`config.mk`:
```
export PLATFORM = sky130hd
export DESIGN_NAME = qspi_flash_rom_responder
export DESIGN_NICKNAME = d
export VERILOG_FILES = /design/src/rtl/qspi_flash_rom_responder.sv
export SDC_FILE = /design/constraint.sdc
export NUM_CORES = 1
export LEC_CHECK = 0
export BUFFER_PORTS_ARGS = -buffer_cell sky130_fd_sc_hd__clkbuf_2
export CAP_MARGIN = 20
export CORE_ASPECT_RATIO = 0.7
export CORE_MARGIN = 5
export CORE_UTILIZATION = 51
export DETAILED_ROUTE_END_ITERATION = 16
export PLACE_DENSITY_LB_ADDON = 0.05
export SLEW_MARGIN = 20
export SYNTH_ARGS = -nofsm -noshare
export SYNTH_HDL_FRONTEND = slang
export SYNTH_SLANG_ARGS = --single-unit
```
`constraint.sdc`:
```
create_clock -name clk -period 2.65 [get_ports clk]
set_input_delay 0.53 -clock clk [delete_from_list [all_inputs] [get_ports clk]]
set_output_delay 0.53 -clock clk [all_outputs]
set_load 0.05 [all_outputs]
```
`src/rtl/qspi_flash_rom_responder.sv`:
```
// QSPI flash emulator: answers Quad I/O Fast Read (0xEB) with continuous-read
// mode from a synchronous ROM port. The SPI pins are oversampled on clk.
module qspi_flash_rom_responder #(
  parameter int         ADDR_BITS     = 24,
  parameter int         MEM_ADDR_BITS = 20,
  parameter int         DUMMY_CYCLES  = 4,
  parameter logic [7:0] READ_CMD      = 8'hEB
) (
  input  logic                     clk,
  input  logic                     reset,
  input  logic                     spi_clk,
  input  logic                     spi_select,
  input  logic [3:0]               spi_data_in,
  output logic [3:0]               spi_data_out,
  output logic [3:0]               spi_data_oe,
  output logic [MEM_ADDR_BITS-1:0] mem_addr,
  output logic                     mem_rd,
  input  logic [7:0]               mem_data,
  output logic                     busy,
  output logic                     cmd_error
);

  localparam logic [7:0]           ADDR_NIBS = 8'(ADDR_BITS / 4);
  localparam logic [7:0]           DUMMY_N   = 8'(DUMMY_CYCLES);
  localparam logic [ADDR_BITS-1:0] ADDR_ONE  = {{(ADDR_BITS-1){1'b0}}, 1'b1};

  typedef enum logic [2:0] {
    S_IDLE, S_CMD, S_ADDR, S_MODE, S_DUMMY, S_DATA, S_IGNORE
  } state_t;

  // synchronizer stages plus a delayed copy for edge detection
  logic       sck_s1_q, sck_s2_q, sck_d_q;
  logic       cs_s1_q, cs_s2_q, cs_d_q;
  logic [3:0] sd_s1_q, sd_s2_q;
  logic       sck_rise, sck_fall;

  state_t                   state_q, state_d;
  logic [7:0]               cnt_q, cnt_d;
  logic [ADDR_BITS-1:0]     sr_q, sr_d;
  logic [ADDR_BITS-1:0]     addr_q, addr_d;
  logic [3:0]               mode_hi_q, mode_hi_d;
  logic                     cont_q, cont_d;
  logic [7:0]               byte_q, byte_d;
  logic [3:0]               lo_q, lo_d;
  logic                     lo_next_q, lo_next_d;
  logic                     lat_q, lat_d;
  logic [3:0]               dout_q, dout_d;
  logic [3:0]               oe_q, oe_d;
  logic                     busy_q, busy_d;
  logic                     rd_q, rd_d;
  logic                     err_q, err_d;
  logic [MEM_ADDR_BITS-1:0] maddr_q, maddr_d;

  logic [ADDR_BITS-1:0]     addr_nx, addr_inc;
  logic [7:0]               op_nx;
  logic                     drive_hi;

  // two-flop synchronizers on every SPI input; CS# idles deselected
  always_ff @(posedge clk or posedge reset) begin
    if (reset) begin
      sck_s1_q <= 1'b0; sck_s2_q <= 1'b0; sck_d_q <= 1'b0;
      cs_s1_q  <= 1'b1; cs_s2_q  <= 1'b1; cs_d_q  <= 1'b1;
      sd_s1_q  <= 4'h0; sd_s2_q  <= 4'h0;
    end else begin
      sck_s1_q <= spi_clk;    sck_s2_q <= sck_s1_q; sck_d_q <= sck_s2_q;
      cs_s1_q  <= spi_select; cs_s2_q  <= cs_s1_q;  cs_d_q  <= cs_s2_q;
      sd_s1_q  <= spi_data_in; sd_s2_q <= sd_s1_q;
    end
  end

  assign sck_rise = sck_s2_q & ~sck_d_q;
  assign sck_fall = ~sck_s2_q & sck_d_q;

  // state and datapath registers
  always_ff @(posedge clk or posedge reset) begin
    if (reset) begin
      state_q   <= S_IDLE;
      cnt_q     <= 8'h00;
      sr_q      <= '0;
      addr_q    <= '0;
      mode_hi_q <= 4'h0;
      cont_q    <= 1'b0;
      byte_q    <= 8'h00;
      lo_q      <= 4'h0;
      lo_next_q <= 1'b0;
      lat_q     <= 1'b0;
      dout_q    <= 4'h0;
      oe_q      <= 4'h0;
      busy_q    <= 1'b0;
      rd_q      <= 1'b0;
      err_q     <= 1'b0;
      maddr_q   <= '0;
    end else begin
      state_q   <= state_d;
      cnt_q     <= cnt_d;
      sr_q      <= sr_d;
      addr_q    <= addr_d;
      mode_hi_q <= mode_hi_d;
      cont_q    <= cont_d;
      byte_q    <= byte_d;
      lo_q      <= lo_d;
      lo_next_q <= lo_next_d;
      lat_q     <= lat_d;
      dout_q    <= dout_d;
      oe_q      <= oe_d;
      busy_q    <= busy_d;
      rd_q      <= rd_d;
      err_q     <= err_d;
      maddr_q   <= maddr_d;
    end
  end

  // next-state: protocol decode on SCK rises, output driving on SCK falls
  always_comb begin
    state_d   = state_q;
    cnt_d     = cnt_q;
    sr_d      = sr_q;
    addr_d    = addr_q;
    mode_hi_d = mode_hi_q;
    cont_d    = cont_q;
    // ROM data is valid the cycle after the strobe; capture it then
    byte_d    = lat_q ? mem_data : byte_q;
    lat_d     = rd_q;
    lo_d      = lo_q;
    lo_next_d = lo_next_q;
    dout_d    = dout_q;
    oe_d      = oe_q;
    busy_d    = busy_q;
    maddr_d   = maddr_q;
    rd_d      = 1'b0;
    err_d     = 1'b0;
    drive_hi  = 1'b0;
    addr_nx   = {sr_q[ADDR_BITS-5:0], sd_s2_q};
    op_nx     = {sr_q[6:0], sd_s2_q[0]};
    addr_inc  = addr_q + ADDR_ONE;

    if (state_q != S_IDLE && cs_s2_q) begin
      // deselect aborts anything in flight; cont survives for the next one
      state_d = S_IDLE;
      oe_d    = 4'h0;
      busy_d  = 1'b0;
    end else begin
      unique case (state_q)
        S_IDLE: begin
          if (!cs_s2_q && cs_d_q) begin
            busy_d  = 1'b1;
            cnt_d   = 8'h00;
            state_d = cont_q ? S_ADDR : S_CMD;
          end
        end
        S_CMD: begin
          if (sck_rise) begin
            sr_d  = {sr_q[ADDR_BITS-2:0], sd_s2_q[0]};
            cnt_d = cnt_q + 8'd1;
            if (cnt_q == 8'd7) begin
              cnt_d = 8'h00;
              if (op_nx == READ_CMD) begin
                state_d = S_ADDR;
              end else begin
                err_d   = 1'b1;
                cont_d  = 1'b0;
                busy_d  = 1'b0;
                state_d = S_IGNORE;
              end
            end
          end
        end
        S_ADDR: begin
          if (sck_rise) begin
            sr_d  = addr_nx;
            cnt_d = cnt_q + 8'd1;
            if (cnt_q == ADDR_NIBS - 8'd1) begin
              // first byte is fetched while mode and dummy clocks go by
              addr_d  = addr_nx;
              maddr_d = addr_nx[MEM_ADDR_BITS-1:0];
              rd_d    = 1'b1;
              cnt_d   = 8'h00;
              state_d = S_MODE;
            end
          end
        end
        S_MODE: begin
          if (sck_rise) begin
            if (cnt_q == 8'h00) begin
              mode_hi_d = sd_s2_q;
              cnt_d     = 8'd1;
            end else begin
              cont_d  = (mode_hi_q == 4'hA);
              cnt_d   = 8'h00;
              state_d = S_DUMMY;
            end
          end
        end
        S_DUMMY: begin
          if (sck_rise && cnt_q != DUMMY_N) begin
            cnt_d = cnt_q + 8'd1;
          end else if (sck_fall && cnt_q == DUMMY_N) begin
            drive_hi = 1'b1;
            state_d  = S_DATA;
          end
        end
        S_DATA: begin
          if (sck_fall) begin
            if (lo_next_q) begin
              dout_d    = lo_q;
              lo_next_d = 1'b0;
            end else begin
              drive_hi = 1'b1;
            end
          end
        end
        S_IGNORE: begin
          oe_d = 4'h0;
        end
        default: state_d = S_IDLE;
      endcase
    end

    // high nibble goes out; low nibble is parked so the prefetch can
    // overwrite the byte register with the following address's data
    if (drive_hi) begin
      oe_d      = 4'hF;
      dout_d    = byte_q[7:4];
      lo_d      = byte_q[3:0];
      lo_next_d = 1'b1;
      addr_d    = addr_inc;
      maddr_d   = addr_inc[MEM_ADDR_BITS-1:0];
      rd_d      = 1'b1;
    end
  end

  assign spi_data_out = dout_q;
  assign spi_data_oe  = oe_q;
  assign mem_addr     = maddr_q;
  assign mem_rd       = rd_q;
  assign busy         = busy_q;
  assign cmd_error    = err_q;

endmodule
```
Word level (Yosys, flattened, before mapping). Index checks and enable logic that the tools add are counted.

Word-level logic and storage cells: 164. Bits in registers: 119. Bits of input ports: 16. Output and inout port bits: 31.

Add/subtract/negate cells: 2. Equality and inequality tests: 32. Reductions and logical operators: 29. Bitwise operators: 5. Muxes and demuxes: 72.

Operators by type and width (count): 20-bit two-way mux (7); 24-bit two-way mux (5); 8-bit two-way mux (7); 20-bit one-hot mux with 2 select lines (1); 8-bit one-hot mux with 5 select lines (1); 3-bit two-way mux (11); 4-bit two-way mux (8); 3-bit inequality test, second input constant (10); 1-bit two-way mux (27); 24-bit by 1-bit adder with 24-bit output, second input constant (1); 8-bit by 3-bit == test with 1-bit output, second input constant (3); 2-bit inequality test, second input constant (9); 3-bit one-hot mux with 6 select lines (1); 4-bit AND reduction (4); 2-bit nonzero test (8); 7-bit AND reduction (2); 10-bit AND reduction (1); 3-bit == test, second input constant (3); 3-bit nonzero test (3); 8-bit by 1-bit adder with 8-bit output, second input constant (1); 8-bit == test, second input constant (1); 8-bit logical NOT (1); 8-bit by 3-bit inequality test with 1-bit output, second input constant (1); 3-bit by 2-bit == test with 1-bit output, second input constant (2); other kinds (14) (22).

Logic depth before layout (Yosys ltp).
Depth after elaboration: 9. Gate-level depth with buffers: 8. Gate-level depth less buffers: 7.

Worst setup path after synthesis. No wires, ideal clock.

Kind: flip-flop to flip-flop. Start point: register addr_q[1]. End point: register addr_q[18]. Buffers on the path: 0. Arrival: 2353 ps. Period minus slack after synthesis: 2422 ps. Library setup time: 69 ps. Data required time: 2581 ps. Cell stages (with the launch flop): 7. Path slack: 228 ps. Cell sequence: dfrtp_1 ha_1 nand3_1 nor4_1 nand3_1 or3b_2 nand3_1.

Longest elaborated chain between the ends: 2.

Ends and longest elaborated chain: start, declared (line 40) `logic [ADDR_BITS-1:0] addr_q, addr_d;`; start signal, assigned (line 97) `addr_q <= addr_d;`; 24-bit by 1-bit adder with 24-bit output (line 135) `addr_inc = addr_q + ADDR_ONE;`; 24-bit two-way mux (line 221) `if (drive_hi) begin`.

No other way between the ends. A chain may end at the register's enable or synchronous reset.

Worst setup path after layout.
Start point: register state_q[2]. End point: register sr_q[8].

Longest elaborated chain between the ends: 4. Elaborated cells on any way between the ends: 10. Those cells by class: eq/ne: 4; mux: 1; bitwise: 1; reduce/logical: 4.

Ends and longest elaborated chain: start, declared (line 37) `state_t state_q, state_d;`; start signal, assigned (line 94) `state_q <= state_d;`; parallel branches: the longest is 4 deep, another holds 4-bit AND reduction; end signal, assigned (line 96) `sr_q <= sr_d;`; end, declared (line 39) `logic [ADDR_BITS-1:0] sr_q, sr_d;`.

Parallel ways; which one is timed is not known.

==> results.md <==
- GR Util All Layers: 0.216
- EDFF count, synth: 0
- # DRC: 0
- Final net count: 516
- GP Congestion: 0.885
- Most frequent cells in the layout: dfrtp_1 (85), nand2_1 (57), clkbuf_2 (46), o21ai_0 (36), nor2_1 (27)
- Switch Pwr: 1840 uW
- WL final: about 11000 microns
- GRT overflow: 0
- Vias in the first global route: about 3400
- Pin count of the biggest net entering global routing: 38
- Reg area: 2210 sq um
- Via density: around 6
- Synth Area per Inst: 9.83 sq um
- Worst-Skew Late Latency: 0.34 ns
- Setup crit end kind: flip-flop
- Power share of the clock group: 0.279
- CTS clk-pin slew, worst paths: 0.06 ns
- Leakage: 0.00241 uW
- Area of the multi-input gates: 2020 sq um
- Combinational Power Share: 0.318
- Max Used Layer: met4
- Synthesized Nets: 467
- Starting Density: 0.521
- Share of cells above drive strength 1: 0.216
- Clk_skew: between 0.005 and 0.006 ns
- Top FF cell, synth: dfrtp_1
- Fmax: 421 MHz
- Post-synthesis register bit count: 88
- Max cap viols: 0
- Post-synth ARST share: 1.00
- Die ar.: 10600 sq um
- Yosys warns: 0
- Crit path launch type: flip-flop
- Synth Area in Simple Gates: 0.204
- # Post-CTS Setup Buffers: 0
- Commonest non-fill, non-tap cell in the layout: dfrtp_1
- Die Width: around 120 microns
- Initial antenna violation count: 0
- Critical path arrival: 2.58 ns
- XOR/XNOR Fraction of Synth Area: 0
- CTS root buffer: clkbuf_16
- Clock period minus worst slack: ~2.4 ns
- Via count: 3675
- Initial DRC count: 360
- Port buffer count: 46
- Num ports: 47
- Fin. Hold Viols: 0
- Adder-Cell Fraction of Synth Area: 0.0114
- DRT Pass-1 Iters: 6
- Die H: 87.7 microns
- Internal Power: between 3000 and 4000 uW
- Routed length on met3: 573 microns
- Min Hold Slack: 0.269 ns
- Pwr/cell area: 959 nW/um^2
- Setup-failing EPs final: 0
- FP Rows: 28
- Core footprint: 8440 sq um
- Period utilization: 0.896
- Largest family of logic cells by synthesized area: simple AND/OR/NAND/NOR gates
- Met2 WL: about 4600 microns
- Post-synthesis sequential area ratio: 0.502
- Cts bufs inserted: 9
- DRT antenna net count: 0
- H-tree levels: 3
- P&R area growth vs syn: 16.9%
- Post-synthesis instance area: 4400 sq um
- CTS tree: done
- Slew at the pin with the worst max-slew slack: around 0.84 ns
- Filler cells: 694
- Mapped Cells: approximately 450
- Mux cell area share after synthesis: 0.0723
- Slew headroom: 0.436
- Sw Share: 0.373
- Post-synthesis compound-gate area fraction: 0.169
- Bufs on Longest Clock Path: 2
- Worst EP required: 2.86 ns
- Global-route wire length before repair: 17900 microns
- Status: completed
- Crit path kind: reg -> reg
- ANT cells: 0
- Post-DP HPWL: approximately 7700 microns
- Worst VDD drop: 578 uV
- Final setup TNS: 0 ns
- Critical path peak fanout: 23
- Clock sink count: 88
- Flop pwr share: 0.403
- Cell variety after synth: 66
- Routed length per instance: 17.2 microns
- Worst hold path type: in -> reg
- Met1 wire length: roughly 5400 microns
- Slew Viols, Final: 0
- RSZ-0062 raised after global routing: no
## final cells by class
cell class / count / share of cell area
multi-input cells: 318 / 0.392
flip-flops and latches: 88 / 0.429
inverters: 17 / 0.0132
well taps: 120 / 0.0292
clock inverters: 5 / 0.0156
repair buffers: 62 / 0.0731
clock buffers: 11 / 0.0472
## Yosys cell counts (3+ instances only)
| cell | count | area [sq um] |
|---|---|---|
| a211oi_1 | 5 | 37.5 |
| o21ai_0 | 37 | 185 |
| o211ai_1 | 9 | 67.6 |
| nor2_1 | 27 | 101 |
| or2_2 | 3 | 18.8 |
| clkbuf_1 | 12 | 45.0 |
| nand2_1 | 57 | 214 |
| nand4_1 | 7 | 43.8 |
| ha_1 | 4 | 50.1 |
| dfrtp_1 | 85 | 2130 |
| nor3_1 | 8 | 40.0 |
| a22o_1 | 6 | 52.6 |
| nand3_1 | 22 | 110 |
| nor4_1 | 5 | 31.3 |
| buf_4 | 4 | 30.0 |
| and3_1 | 5 | 31.3 |
| mux2_2 | 14 | 158 |
| or3_1 | 7 | 43.8 |
| a31oi_1 | 9 | 56.3 |
| nor2b_1 | 7 | 43.8 |
| nand2b_1 | 4 | 25.0 |
| inv_1 | 17 | 63.8 |
| a311oi_1 | 3 | 26.3 |
| buf_2 | 8 | 40.0 |
| mux2i_1 | 16 | 160 |
| and2_1 | 3 | 18.8 |
| dfstp_2 | 3 | 78.8 |
| a21oi_1 | 10 | 50.1 |
## logic make-up after synthesis
family	Yosys count
buffers and inverters	41
AND/OR/NAND/NOR	174
adder cells (fa/ha/maj)	4
flip-flops	88
multiplexers	30
AO/OA/AOI/OAI	110
## power by group through the flow
| stage | Clock [uW] | Sequential [uW] | Combinational, uW |
|---|---|---|---|
| after floorplan | 0 | 1980 | 1160 |
| after global placement | 0 | 1980 | 1520 |
| after detailed placement | 0 | 2000 | 1540 |
| after CTS | 1400 | 1980 | 1550 |
| after global routing | 1470 | 2040 | 1720 |
| final | 1370 | 1990 | 1560 |
## metal layers
| layer | up-vias | global-route usage |
|---|---|---|
| li1 | 1743 | - |
| met1 | 1809 | 0.332 |
| met2 | 113 | 0.301 |
| met3 | 10 | 0.0536 |
| met4 | 0 | 0.0586 |
| met5 | - | 0 |
## worst max-delay path, stage by stage (launching register included)
cell	delay (ns)
dfrtp_1	0.76
nand2b_1	0.26
nor2_1	0.09
o21ai_1	0.66
buf_4	0.34
o21ai_0	0.13
## flip-flops by register name, indices dropped and copies added (netlist names), 3 cells and up
register,count
byte_q,8
addr_q,20
cnt_q,8
sr_q,16
mode_hi_q,4
sd_s1_q,4
state_q,3
spi_data_out,4
sd_s2_q,4
lo_q,4
## metrics by stage
stage                     cells  utilization  power, uW  cell area, sq um  setup WS (ns)
after floorplan             447            -       3140              4400          0.228
after global placement      605        0.570       3500              4810          0.211
after detailed placement    605        0.570       3540              4810          0.216
after CTS                   621        0.608       4930              5130          0.198
after global routing        621        0.608       5230              5140         0.0652
final                       621        0.608       4920              5140          0.277
## final timing paths
check / start / endpoint / slack (ns) / cells after the start
min in group asynchronous: reset / state_q[1] / 0.28 / 2
min: spi_select / cs_s1_q / 0.27 / 1
min reg2reg: sd_s1_q[0] / sd_s2_q[0] / 0.35 / 0
max reg2reg: state_q[2] / sr_q[8] / 0.28 / 5
max in group asynchronous: reset / byte_q[2] / 1.78 / 3
max: state_q[2] / sr_q[8] / 0.28 / 5
## timing repair
item	in CTS	in global routing
hold buffers	0	0
gates resized for setup	0	1
setup endpoints to repair	0	2
Power figures use the tool's default switching activity.
